$ cat src/rtl/object_slot_scheduler.sv
// Collider object-slot pool allocator.
// Arbitrates attack/platform spawn requests (round-robin on ties), hands out
// the lowest free slot, and runs a per-slot destroy countdown on the
// centisecond tick. object_ready_state is the registered free vector.
module object_slot_scheduler #(
  parameter int OBJECT_AMOUNT = 30,
  parameter int IDX_W         = 5,
  parameter int TIME_W        = 8
) (
  input  logic                     clk,
  input  logic                     reset,
  input  logic                     clk_centi_second,
  input  logic                     clear_all,
  input  logic                     attack_req,
  input  logic [TIME_W-1:0]        attack_destroy_time,
  output logic                     attack_ack,
  input  logic                     platform_req,
  input  logic [TIME_W-1:0]        platform_destroy_time,
  output logic                     platform_ack,
  output logic                     alloc_valid,
  output logic [IDX_W-1:0]         alloc_idx,
  output logic                     alloc_src,
  output logic [OBJECT_AMOUNT-1:0] object_ready_state,
  output logic [OBJECT_AMOUNT-1:0] slot_release,
  output logic                     pool_full
);

  // free_q bit set = slot free; it is the registered ready vector itself
  logic [OBJECT_AMOUNT-1:0] free_q, free_d;
  logic [OBJECT_AMOUNT-1:0] release_q, release_d;
  logic [TIME_W-1:0]        cnt_q [OBJECT_AMOUNT];
  logic [TIME_W-1:0]        cnt_d [OBJECT_AMOUNT];
  logic                     att_ack_q, plt_ack_q;
  logic                     alloc_valid_q;
  logic [IDX_W-1:0]         alloc_idx_q, alloc_idx_d;
  logic                     alloc_src_q, alloc_src_d;
  logic                     pool_full_q, pool_full_d;
  // 1 = platform won the last grant, so attack wins the next tie
  logic                     last_grant_q, last_grant_d;

  logic                     free_any;
  logic [IDX_W-1:0]         first_idx;
  logic                     att_elig, plt_elig;
  logic                     grant_att, grant_plt, grant_any;
  logic [TIME_W-1:0]        grant_time;

  // Lowest-index free slot from the vector registered at the start of the cycle
  always_comb begin
    first_idx = '0;
    for (int i = OBJECT_AMOUNT - 1; i >= 0; i--) begin
      if (free_q[i]) first_idx = IDX_W'(i);
    end
  end

  // Eligibility and round-robin arbitration; an ack-high cycle masks the requester
  always_comb begin
    free_any   = |free_q;
    att_elig   = attack_req   & ~att_ack_q & ~clear_all & free_any;
    plt_elig   = platform_req & ~plt_ack_q & ~clear_all & free_any;
    grant_att  = att_elig & (~plt_elig |  last_grant_q);
    grant_plt  = plt_elig & (~att_elig | ~last_grant_q);
    grant_any  = grant_att | grant_plt;
    grant_time = grant_att ? attack_destroy_time : platform_destroy_time;
  end

  // Next-state for slots, countdowns and allocation outputs; clear_all dominates
  always_comb begin
    free_d       = free_q;
    release_d    = '0;
    alloc_idx_d  = alloc_idx_q;
    alloc_src_d  = alloc_src_q;
    last_grant_d = last_grant_q;
    for (int i = 0; i < OBJECT_AMOUNT; i++) cnt_d[i] = cnt_q[i];

    if (clear_all) begin
      free_d = '1;
      for (int i = 0; i < OBJECT_AMOUNT; i++) cnt_d[i] = '0;
    end else begin
      for (int i = 0; i < OBJECT_AMOUNT; i++) begin
        // A zero count on a busy slot marks it persistent
        if (clk_centi_second && !free_q[i] && cnt_q[i] != '0) begin
          cnt_d[i] = cnt_q[i] - TIME_W'(1);
          if (cnt_q[i] == TIME_W'(1)) begin
            free_d[i]    = 1'b1;
            release_d[i] = 1'b1;
          end
        end
        // The granted slot is free, so it never collides with a decrement
        if (grant_any && (IDX_W'(i) == first_idx)) begin
          free_d[i] = 1'b0;
          cnt_d[i]  = grant_time;
        end
      end
      if (grant_any) begin
        alloc_idx_d  = first_idx;
        alloc_src_d  = grant_plt;
        last_grant_d = grant_plt;
      end
    end
    pool_full_d = ~|free_d;
  end

  // State registers with synchronous reset
  always_ff @(posedge clk) begin
    if (reset) begin
      free_q        <= '1;
      release_q     <= '0;
      att_ack_q     <= 1'b0;
      plt_ack_q     <= 1'b0;
      alloc_valid_q <= 1'b0;
      alloc_idx_q   <= '0;
      alloc_src_q   <= 1'b0;
      pool_full_q   <= 1'b0;
      last_grant_q  <= 1'b1;
      for (int i = 0; i < OBJECT_AMOUNT; i++) cnt_q[i] <= '0;
    end else begin
      free_q        <= free_d;
      release_q     <= release_d;
      att_ack_q     <= grant_att;
      plt_ack_q     <= grant_plt;
      alloc_valid_q <= grant_any;
      alloc_idx_q   <= alloc_idx_d;
      alloc_src_q   <= alloc_src_d;
      pool_full_q   <= pool_full_d;
      last_grant_q  <= last_grant_d;
      for (int i = 0; i < OBJECT_AMOUNT; i++) cnt_q[i] <= cnt_d[i];
    end
  end

  assign attack_ack         = att_ack_q;
  assign platform_ack       = plt_ack_q;
  assign alloc_valid        = alloc_valid_q;
  assign alloc_idx          = alloc_idx_q;
  assign alloc_src          = alloc_src_q;
  assign object_ready_state = free_q;
  assign slot_release       = release_q;
  assign pool_full          = pool_full_q;

endmodule

$ cat config.mk
export PLATFORM = sky130hd
export DESIGN_NAME = object_slot_scheduler
export DESIGN_NICKNAME = d
export VERILOG_FILES = /design/src/rtl/object_slot_scheduler.sv
export SDC_FILE = /design/constraint.sdc
export NUM_CORES = 1
export LEC_CHECK = 0
export BUFFER_PORTS_ARGS = -buffer_cell sky130_fd_sc_hd__buf_2
export CAP_MARGIN = 20
export CELL_PAD_IN_SITES_DETAIL_PLACEMENT = 1
export CELL_PAD_IN_SITES_GLOBAL_PLACEMENT = 1
export CORE_MARGIN = 1
export CORE_UTILIZATION = 35
export CTS_BUF_LIST = sky130_fd_sc_hd__clkbuf_4
export DETAILED_ROUTE_END_ITERATION = 8
export PLACE_DENSITY = 0.75
export SETUP_SLACK_MARGIN = 0.5
export SYNTH_ARGS = -nofsm -noshare
export SYNTH_HDL_FRONTEND = slang
export SYNTH_SLANG_ARGS = --single-unit
$ cat constraint.sdc
create_clock -name clk -period 9 [get_ports clk]
set_input_delay 1.8 -clock clk [delete_from_list [all_inputs] [get_ports clk]]
set_output_delay 1.8 -clock clk [all_outputs]
set_load 0.01 [all_outputs]
# After elaboration in Yosys (flattened, before gate mapping)
# Memories as Yosys holds them, arrays and structs flattened.
# Index checks and enable logic that the tools add are counted.
# word_totals
out_inout_bits	70
wordCells	636
mem_bits_rw	240
register_bits	71
memories	1
inputBits	22
# mem_list
name	words	word_bits	read_ports	rd_ports_with_merged_regs	wr	line_no	rtl
cnt_q	30	8	30	0	30	31	logic [TIME_W-1:0] cnt_q [OBJECT_AMOUNT];
# op_classes
n_reduce_logical	185
mux	246
n_eq_ne	59
n_addsub	30
bitwise_logic	77
# ops
operator	n
two-way mux 8 bit	91
== test 8 x 1 -> 1 bit, second input constant	30
two-way mux 240 bit	1
nonzero test 8 bit	30
subtractor 8 x 1 -> 8 bit, second input constant	30
two-way mux 5 bit	30
two-way mux 1 bit	123
logical AND 1 bit	90
OR reduction 3 bit	30
== test 5 bit, first input constant	14
OR reduction 30 bit	2
== test 4 x 5 -> 1 bit, first input constant	8
NOT 1 bit	36
bitwise OR 1 bit	33
zero test 1 bit	31
two-way mux 30 bit	1
== test 3 x 5 -> 1 bit, first input constant	4
== test 2 x 5 -> 1 bit, first input constant	2
AND 1 bit	8
== test 1 x 5 -> 1 bit, first input constant	1
zero test 5 bit	1
AND reduction 2 bit	1

# Longest topological paths before layout
# Gate-level depths: netlist (run 1).
# logic_depth
depth_word	36
ltp_mapped	12

# Least setup slack after synthesis (run 1)
# Ideal clock, no wire load.
# synth_timing
kind	input to register
startpoint	input platform_req
endpoint	register pool_full_q, in the netlist pool_full
path_buffers	1
setup_time_ns	0.073
t_arrival_ns	4.140
stages	9
setup_slack_ns	4.787
cell_sequence	nand2b_1 -> a21oi_1 -> clkbuf_1 -> nand3_1 -> nor3_1 -> o21bai_1 -> o2111ai_1 -> or4_1 -> nor3_2
# synth_via
elab_chain_cells	12
# synth_rtl
item	line_no	rtl
start: declaration	17	input logic platform_req,
AND 1 bit (*) (3 in series)	59	plt_elig = platform_req & ~plt_ack_q & ~clear_all & free_any;
NOT 1 bit	60	grant_att = att_elig & (~plt_elig | last_grant_q);
bitwise OR 1 bit	60	
AND 1 bit	60	
bitwise OR 1 bit (*)	62	grant_any = grant_att | grant_plt;
logical AND 1 bit	89	if (grant_any && (IDX_W'(i) == first_idx)) begin
two-way mux 1 bit	89	
two-way mux 30 bit (*)	75	if (clear_all) begin
OR reduction 30 bit (*)	100	pool_full_d = ~|free_d;
zero test 1 bit (*)	100	
end signal: assignment	124	pool_full_q <= pool_full_d;
end: declaration	37	logic pool_full_q, pool_full_d;
# Mark *: on every way between the ends. The rest lies on a longest branch, timed or not.
# A chain may end at the register's enable or synchronous reset.

# Worst setup path after layout (run 1)
# layout_timing
startpoint	register free_q[2], in the netlist object_ready_state[2]
endpoint	register pool_full_q, in the netlist pool_full
# layout_via
elab_chain_cells	11
# layout_rtl
item	line_no	rtl
start: declaration	29	logic [OBJECT_AMOUNT-1:0] free_q, free_d;
start signal: assignment	117	free_q <= free_d;
OR reduction 30 bit	57	free_any = |free_q;
AND 1 bit (on tied branches)	59, 58	
NOT 1 bit (on tied branches)	60, 61	
bitwise OR 1 bit (on tied branches)	60, 61	
AND 1 bit (on tied branches)	60, 61	
bitwise OR 1 bit	62	
logical AND 1 bit	89	
two-way mux 1 bit	89	
two-way mux 30 bit (*)	75	
OR reduction 30 bit (*)	100	
zero test 1 bit (*)	100	
# Marks and branches as above.

==> results of run 1 <==
## final timing paths
kind,endpoint
worst max-delay path,pool_full
worst min-delay path,cnt_q[0][20]
worst max register to register,pool_full
worst min register to register,cnt_q[0][20]
## placed cells by master (no fill, tap or decap), types with 12 or more instances in the layout
cell type,n
dfxtp_1,311
nand2_1,159
nand4_1,21
nor2b_1,14
a21oi_1,162
a221oi_1,49
and2_1,19
buf_2,91
nor2_1,399
nor4_1,49
nand3_1,76
xor2_1,35
inv_1,93
or4_1,15
xnor2_1,44
a211oi_1,89
clkinv_1,23
buf_4,25
o22ai_1,18
or3_1,14
clkbuf_4,121
a21o_1,12
ha_1,60
o21ai_0,98
a31oi_1,33
nand2b_1,19
nor3_1,97
## cell families after synthesis
group           count (synthesis)
simple gates                  940
compound gates                555
buf+inv                       193
fa+ha+maj                      60
mux                            15
flops                         311
xor+xnor                       79
## per-layer routing
metal	vias to the layer above	part of all wire, %
li1	8047	-
met1	8232	44
met2	457	47
met3	145	5.8
met4	0	3.6
met5	-	0
## metrics by stage
| stage | worst slack (ns) | area, sq um | hold WS [ns] |
|---|---|---|---|
| global route | 4.308 | 18720 | 0.5069 |
| floorplan | 4.787 | 16570 | 0.4434 |
| global placement | 4.001 | 17630 | 0.4541 |
| detailed placement | 3.891 | 17630 | 0.4714 |
| CTS | 4.659 | 18670 | 0.4804 |
| finish | 4.542 | 18720 | 0.4779 |
## critical path: stages, from the launching register on
cell and delay (ns):
dfxtp_1 0.47, or4_1 0.69, a311oi_1 0.55, nor3_1 0.11, buf_4 0.22, o31a_1 0.45
nor2_1 0.86, o2111ai_1 0.31, or4_1 0.56, nor3_2 0.18
## flip-flops by register name, indices dropped and copies added (netlist names)
name,flops
alloc_idx,5
alloc_src,1
alloc_valid,1
attack_ack,1
cnt_q,240
last_grant_q,1
object_ready_state,30
platform_ack,1
pool_full,1
slot_release,30
## final cells by class
cell class | instances | area [sq um]
well taps | 607 | 759.5
flip-flops and latches | 311 | 6226
diodes | 5 | 12.51
multi-input cells | 1649 | 9649
clock buffers | 121 | 908.4
repair buffers | 118 | 684.4
fillers | 5810 | 27930
clock inverters | 33 | 132.6
inverters | 93 | 349.1
## report_power, final
part,internal [W],switching (W)
Combinational,0.0000267,0.000114
Sequential,0.00138,0.00000376
Clock,0.000622,0.000637
Total,0.00203,0.000755
==> flow_summary_export.csv, run 1 <==
group,metric,value,unit
floorplan,core_area,0.04665,sq mm
clock_network,cts_resized,0,
critical_path,arrival,5.23,ns
pwr,power_leakage,6.804,nW
logic_synthesis,synth_area_leaders,"dfxtp_1, nor2_1, a21oi_1",
logic_synthesis,syn_inst,2153,
logic_synthesis,synth_edf_count,0,
pwr,p_per_area,148.7,mW/mm^2
drt,ant_nets,0,
place,gp_congestion,0.9353,
logic_synthesis,muxShareOfSynthArea,0.9512,%
grt,grt_use_total,24.38,%
floorplan,die_h,219.6,um
clock_network,clockBufferDepth,3,
critical_path,crit_path_max_fanout,15,
logic_synthesis,syn_area,0.01657,sq mm
final_layout,fin_cells,2937,
drt,drtPass1Iterations,8,
place,dp_hpwl,39400,um
pwr,p_total,0.002783,W
grt,grt_pass1_wl,92270,um
timing,finalCritPeriodShare,49.53,%
clock_network,postCtsSetupRepairBufs,0,
timing,max_clock_freq,0.2243,GHz
grt,grt_util_met3,5.190,%
grt,grt_use_met1,30.41,%
logic_synthesis,postSynth.asyncResetShare,0,%
logic_synthesis,netlist.area_leader.share,37.56,%
timing,worst_pin_slew,1.076,ns
logic_synthesis,syn-num-nets,2235,
clock_network,cts_buffers,89,
min_path,hp-class,"register to register",
timing,setup_viol,0,
drt,drc,12,
timing,clock_skew,0.05643,ns
clock_network,clk_latency,0.84,ns
drt,drt-vias-per-instance,5.748,
final_layout,fin_nets,2344,
drt,vias,16880,
critical_path,critPathLaunch,"object_ready_state[2]",
logic_synthesis,ys.flop_type,"dfxtp_1",
critical_path,critPathKind,"register to register",
clock_network,hold_buffers,0,
logic_synthesis,synth_top_family_by_area,"simple AND/OR/NAND/NOR gates",
logic_synthesis,yosysWarnings,0,
timing,hold_violations,0,
clock_network,numClockSinks,311,
pwr,ir_drop,0.00008472,V
grt,grt_use_met2,40.62,%
critical_path,timing.rr.start,"object_ready_state[2]",
drt,drt_iter0_markers,1233,
grt,grt-busiest-layer,"met2",
outcome,status,"finished, violations left",
final_layout,drive_gt1_share,12.17,%
grt,grt.overflow.total,0,
grt,grt_pass1_vias,17030,
logic_synthesis,synth-compound-area-share,21.80,%
logic_synthesis,seq_area_frac_synth,37.56,%
logic_synthesis,ys_types,70,
critical_path,worstSetupEndpointType,"register",
min_path,hold_depth,2,
floorplan,die_area,0.04823,sq mm
drt,routed_wl,58940,um
outcome,violations,"design-rule violations",
clock_network,h-tree-depth,3,
floorplan,start_util,35.53,%
final_layout,final_util,40.13,%
place,io_buffers,91,
logic_synthesis,ys_ff_latch,311,
critical_path,worst_ep_required_time,9.77,ns
logic_synthesis,synth_top_area_cell,"dfxtp_1",
timing,tns,0,ns
logic_synthesis,syn_avg_cell_area,7.698,sq um
clock_network,root_buffer,"clkbuf_4",
logic_synthesis,synth_commonest_cells,"nor2_1, dfxtp_1, a21oi_1, nand2_1",
floorplan,row_count,79,
timing,maxSlewHeadroom,28.28,%
final_layout,area_growth,12.95,%
logic_synthesis,synthAdderAreaFrac,4.529,%
place,dp_cells,2776,
drt,wl_per_cell,20.07,um
critical_path,reg2regPathDepth,9,
timing,drv_slew,0,
grt,grt_max_degree,94,
logic_synthesis,synthSimpleGateAreaFrac,26.47,%
flow_run,maxCapViolCount,0,
grt,antenna_found_initial,2,
logic_synthesis,yosysMostFrequentCell,"nor2_1",
floorplan,die_w,219.6,um
clock_network,clkTransAtPathRegs,0.08,ns
timing,rsz0062_at_grt,"no",
min_path,hp-start,"cnt_q[0][20]",
timing,fin_crit,4.458,ns
critical_path,startpoint_type,"register",
floorplan,boundaryPins,92,
logic_synthesis,synth_xor_area_share,4.175,%
critical_path,ff2ff_setup_slack,4.54,ns
clock_network,cts_tree,"built",
No activity file was read; power rests on OpenSTA's default activity.
==> run 2: changes to the inputs <==
- PLACE_DENSITY: 0.75 -> 0.77
- clock period: 9 -> 3.85 ns (I/O delays scaled with it)
==> run 2 against run 1 <==
  * The run still ends with design-rule violations left
  * Global-route usage increased by 1.4 points
  * Sequential power increased by 130%
  * Total power increased by 140%
  * Cell area increased by 4.1%
  * Hold slack got worse by 0.16 ns
  * Sequential cell count unchanged
  * Cell count increased by 2.4%
  * Worst setup slack got worse by 4.1 ns
  * Clock skew increased by 0.0029 ns
  * Critical endpoint is now cnt_q[0][88]
  * Largest power group unchanged
  * Highest routed layer unchanged
==> flow_summary_export.csv, run 2 (synthesis gave the netlist of run 1 again) <==
group,metric,value,unit
place,dp_hpwl,43620,um
outcome,violations,"design-rule violations",
clock_network,clkTransAtPathRegs,0.07,ns
critical_path,crit_chain,"or4_4 -> or4_4 -> nor3_2 -> nor3_4 -> buf_4 -> mux2_2 -> buf_6 -> a221oi_1 -> nor2_1",
critical_path,worstSetupEndpointType,"register",
critical_path,slowest_delay,0.59,ns
final_layout,final_util,41.78,%
clock_network,clockBufferDepth,3,
drt,drt_iter0_markers,1069,
critical_path,cp_common_cell,"or4_4",
critical_path,critPathKind,"register to register",
final_layout,fillCellCount,5824,
timing,finalCritPeriodShare,88.81,%
clock_network,h-tree-depth,3,
place,gp_congestion,0.9719,
pwr,power.share.clock,46.7,%
timing,rsz0062_at_grt,"yes",
clock_network,root_buffer,"clkbuf_4",
drt,drt-vias-per-instance,5.773,
final_layout,regMostFlops,"cnt_q",
flow_run,maxCapViolCount,0,
critical_path,crit_buf_inv,2,
clock_network,cts_tree,"built",
drt,wl_per_cell,20.56,um
floorplan,die_h,219.6,um
floorplan,boundaryPins,92,
critical_path,startpoint_type,"register",
final_layout,largest_reg_flops,240,
floorplan,core_area,0.04665,sq mm
critical_path,worst_ep_required_time,4.53,ns
grt,grt.overflow.total,0,
outcome,status,"finished, violations left",
pwr,power.switching,0.001835,W
critical_path,critPathTopFamily,"simple AND/OR/NAND/NOR gates",
timing,tns,0,ns
pwr,p_per_area,348.6,mW/mm^2
drt,drc,14,
timing,hold_violations,0,
critical_path,crit_path_max_fanout,27,
timing,worst_pin_slew,0.9454,ns
final_layout,fin_cells,3007,
pwr,internal-power,0.004959,W
final_layout,drive_gt1_share,15.31,%
pwr,seq_power_share,47.6,%
pwr,p_comb_share,5.7,%
floorplan,die_area,0.04823,sq mm
clock_network,clk_latency,0.85,ns
min_path,hp-class,"primary input to register",
timing,clock_skew,0.05936,ns
clock_network,numClockSinks,311,
timing,fin_crit,3.419,ns
final_layout,fin_nets,2413,
final_layout,layout_commonest_cell,"nor2_1",
pwr,power_leakage,7.233,nW
drt,routed_wl,61820,um
grt,grt_max_degree,59,
grt,grt_pass1_vias,17890,
clock_network,cts_buffers,90,
drt,ant_nets,0,
floorplan,row_count,79,
place,io_buffers,91,
floorplan,start_util,35.53,%
final_layout,area_growth,17.60,%
timing,setup_viol,0,
timing,drv_slew,0,
pwr,switching_share,27.01,%
grt,grt_pass1_wl,97470,um
critical_path,arrival,4.10,ns
final_layout,final_cell_mix,"nor2_1, dfxtp_1, a21oi_1, nand2_1, clkbuf_4",
critical_path,crit_slowest_cell,"or4_4",
timing,max_clock_freq,0.2925,GHz
grt,antenna_found_initial,2,
timing,maxSlewHeadroom,36.39,%
floorplan,die_w,219.6,um
pwr,ir_drop,0.0001575,V
drt,vias,17360,
grt,grt_use_total,25.75,%
place,dp_cells,2843,
drt,drtPass1Iterations,9,
[run 2: cell types whose count changed in the layout (fill, tap and decap cells not counted), moves of 3 or more]
| cell | before | now |
|---|---|---|
| mux2_2 | 6 | 3 |
| clkinv_2 | 7 | 4 |
| clkbuf_4 | 121 | 125 |
| buf_12 | 0 | 10 |
| mux2_4 | 0 | 3 |
| nor2_1 | 399 | 394 |
| nor2_2 | 0 | 4 |
| buf_4 | 25 | 83 |
| o21ai_0 | 98 | 95 |
[run 2: cell type report]
cell class	instances	area [sq um]	area share, %
inverter	93	349.1	1.791
sequential	311	6227	31.95
multi-input combinational	1649	9729	49.92
clock inverter	33	185.2	0.9501
timing repair buffer	186	1295	6.644
tap	607	759.5	3.897
antenna	3	7.507	0.03852
clock buffer	125	938.4	4.814
[run 2: stage by stage]
stage / total power (W) / hold slack, ns / instance area [sq um] / setup WS, ns
global route: 0.007090 / 0.2373 / 19490 / 0.2802
finish: 0.006794 / 0.3150 / 19490 / 0.4308
global placement: 0.003671 / 0.4545 / 18230 / 0.2581
detailed placement: 0.003675 / 0.4698 / 18240 / 0.1548
floorplan: 0.003465 / 0.4434 / 16570 / 0.6406
CTS: 0.006903 / 0.2366 / 19400 / 0.4661
[run 2: metal layers]
| metal | share of wire [%] | routed length, um | global-route usage, % | vias to the layer above |
|---|---|---|---|---|
| met5 | 0 | 0 | 0 | - |
| met2 | 46 | 28210 | 41.34 | 495 |
| met1 | 44 | 27130 | 32.55 | 8515 |
| met3 | 6.1 | 3756 | 5.217 | 165 |
| met4 | 4.4 | 2723 | 13.29 | 0 |
| li1 | - | - | - | 8185 |
[run 2: repair_timing]
action	in CTS	in global routing
setup buffers	0	3
pin swaps	1	0
hold buffers	0	0
resized for setup	12	12
setup endpoints to repair	45	67
hold endpoints to repair	0	0
[run 2: final timing paths]
check	from	to	slack, ns	depth (start not counted)
setup / recovery	object_ready_state[5]	cnt_q[0][88]	0.43	9
hold / removal	reset	alloc_idx[3]	0.31	2
hold reg to reg	cnt_q[0][20]	cnt_q[0][20]	0.48	2
setup reg to reg	object_ready_state[5]	cnt_q[0][88]	0.43	9
[run 2: power by group through the flow]
stage	Sequential, W	Combinational (W)	Clock [W]
final	0.00323	0.000385	0.00318
after global routing	0.00323	0.000400	0.00346
after CTS	0.00323	0.000374	0.00330
after detailed placement	0.00331	0.000370	0
after global placement	0.00330	0.000366	0
after floorplan	0.00331	0.000160	0
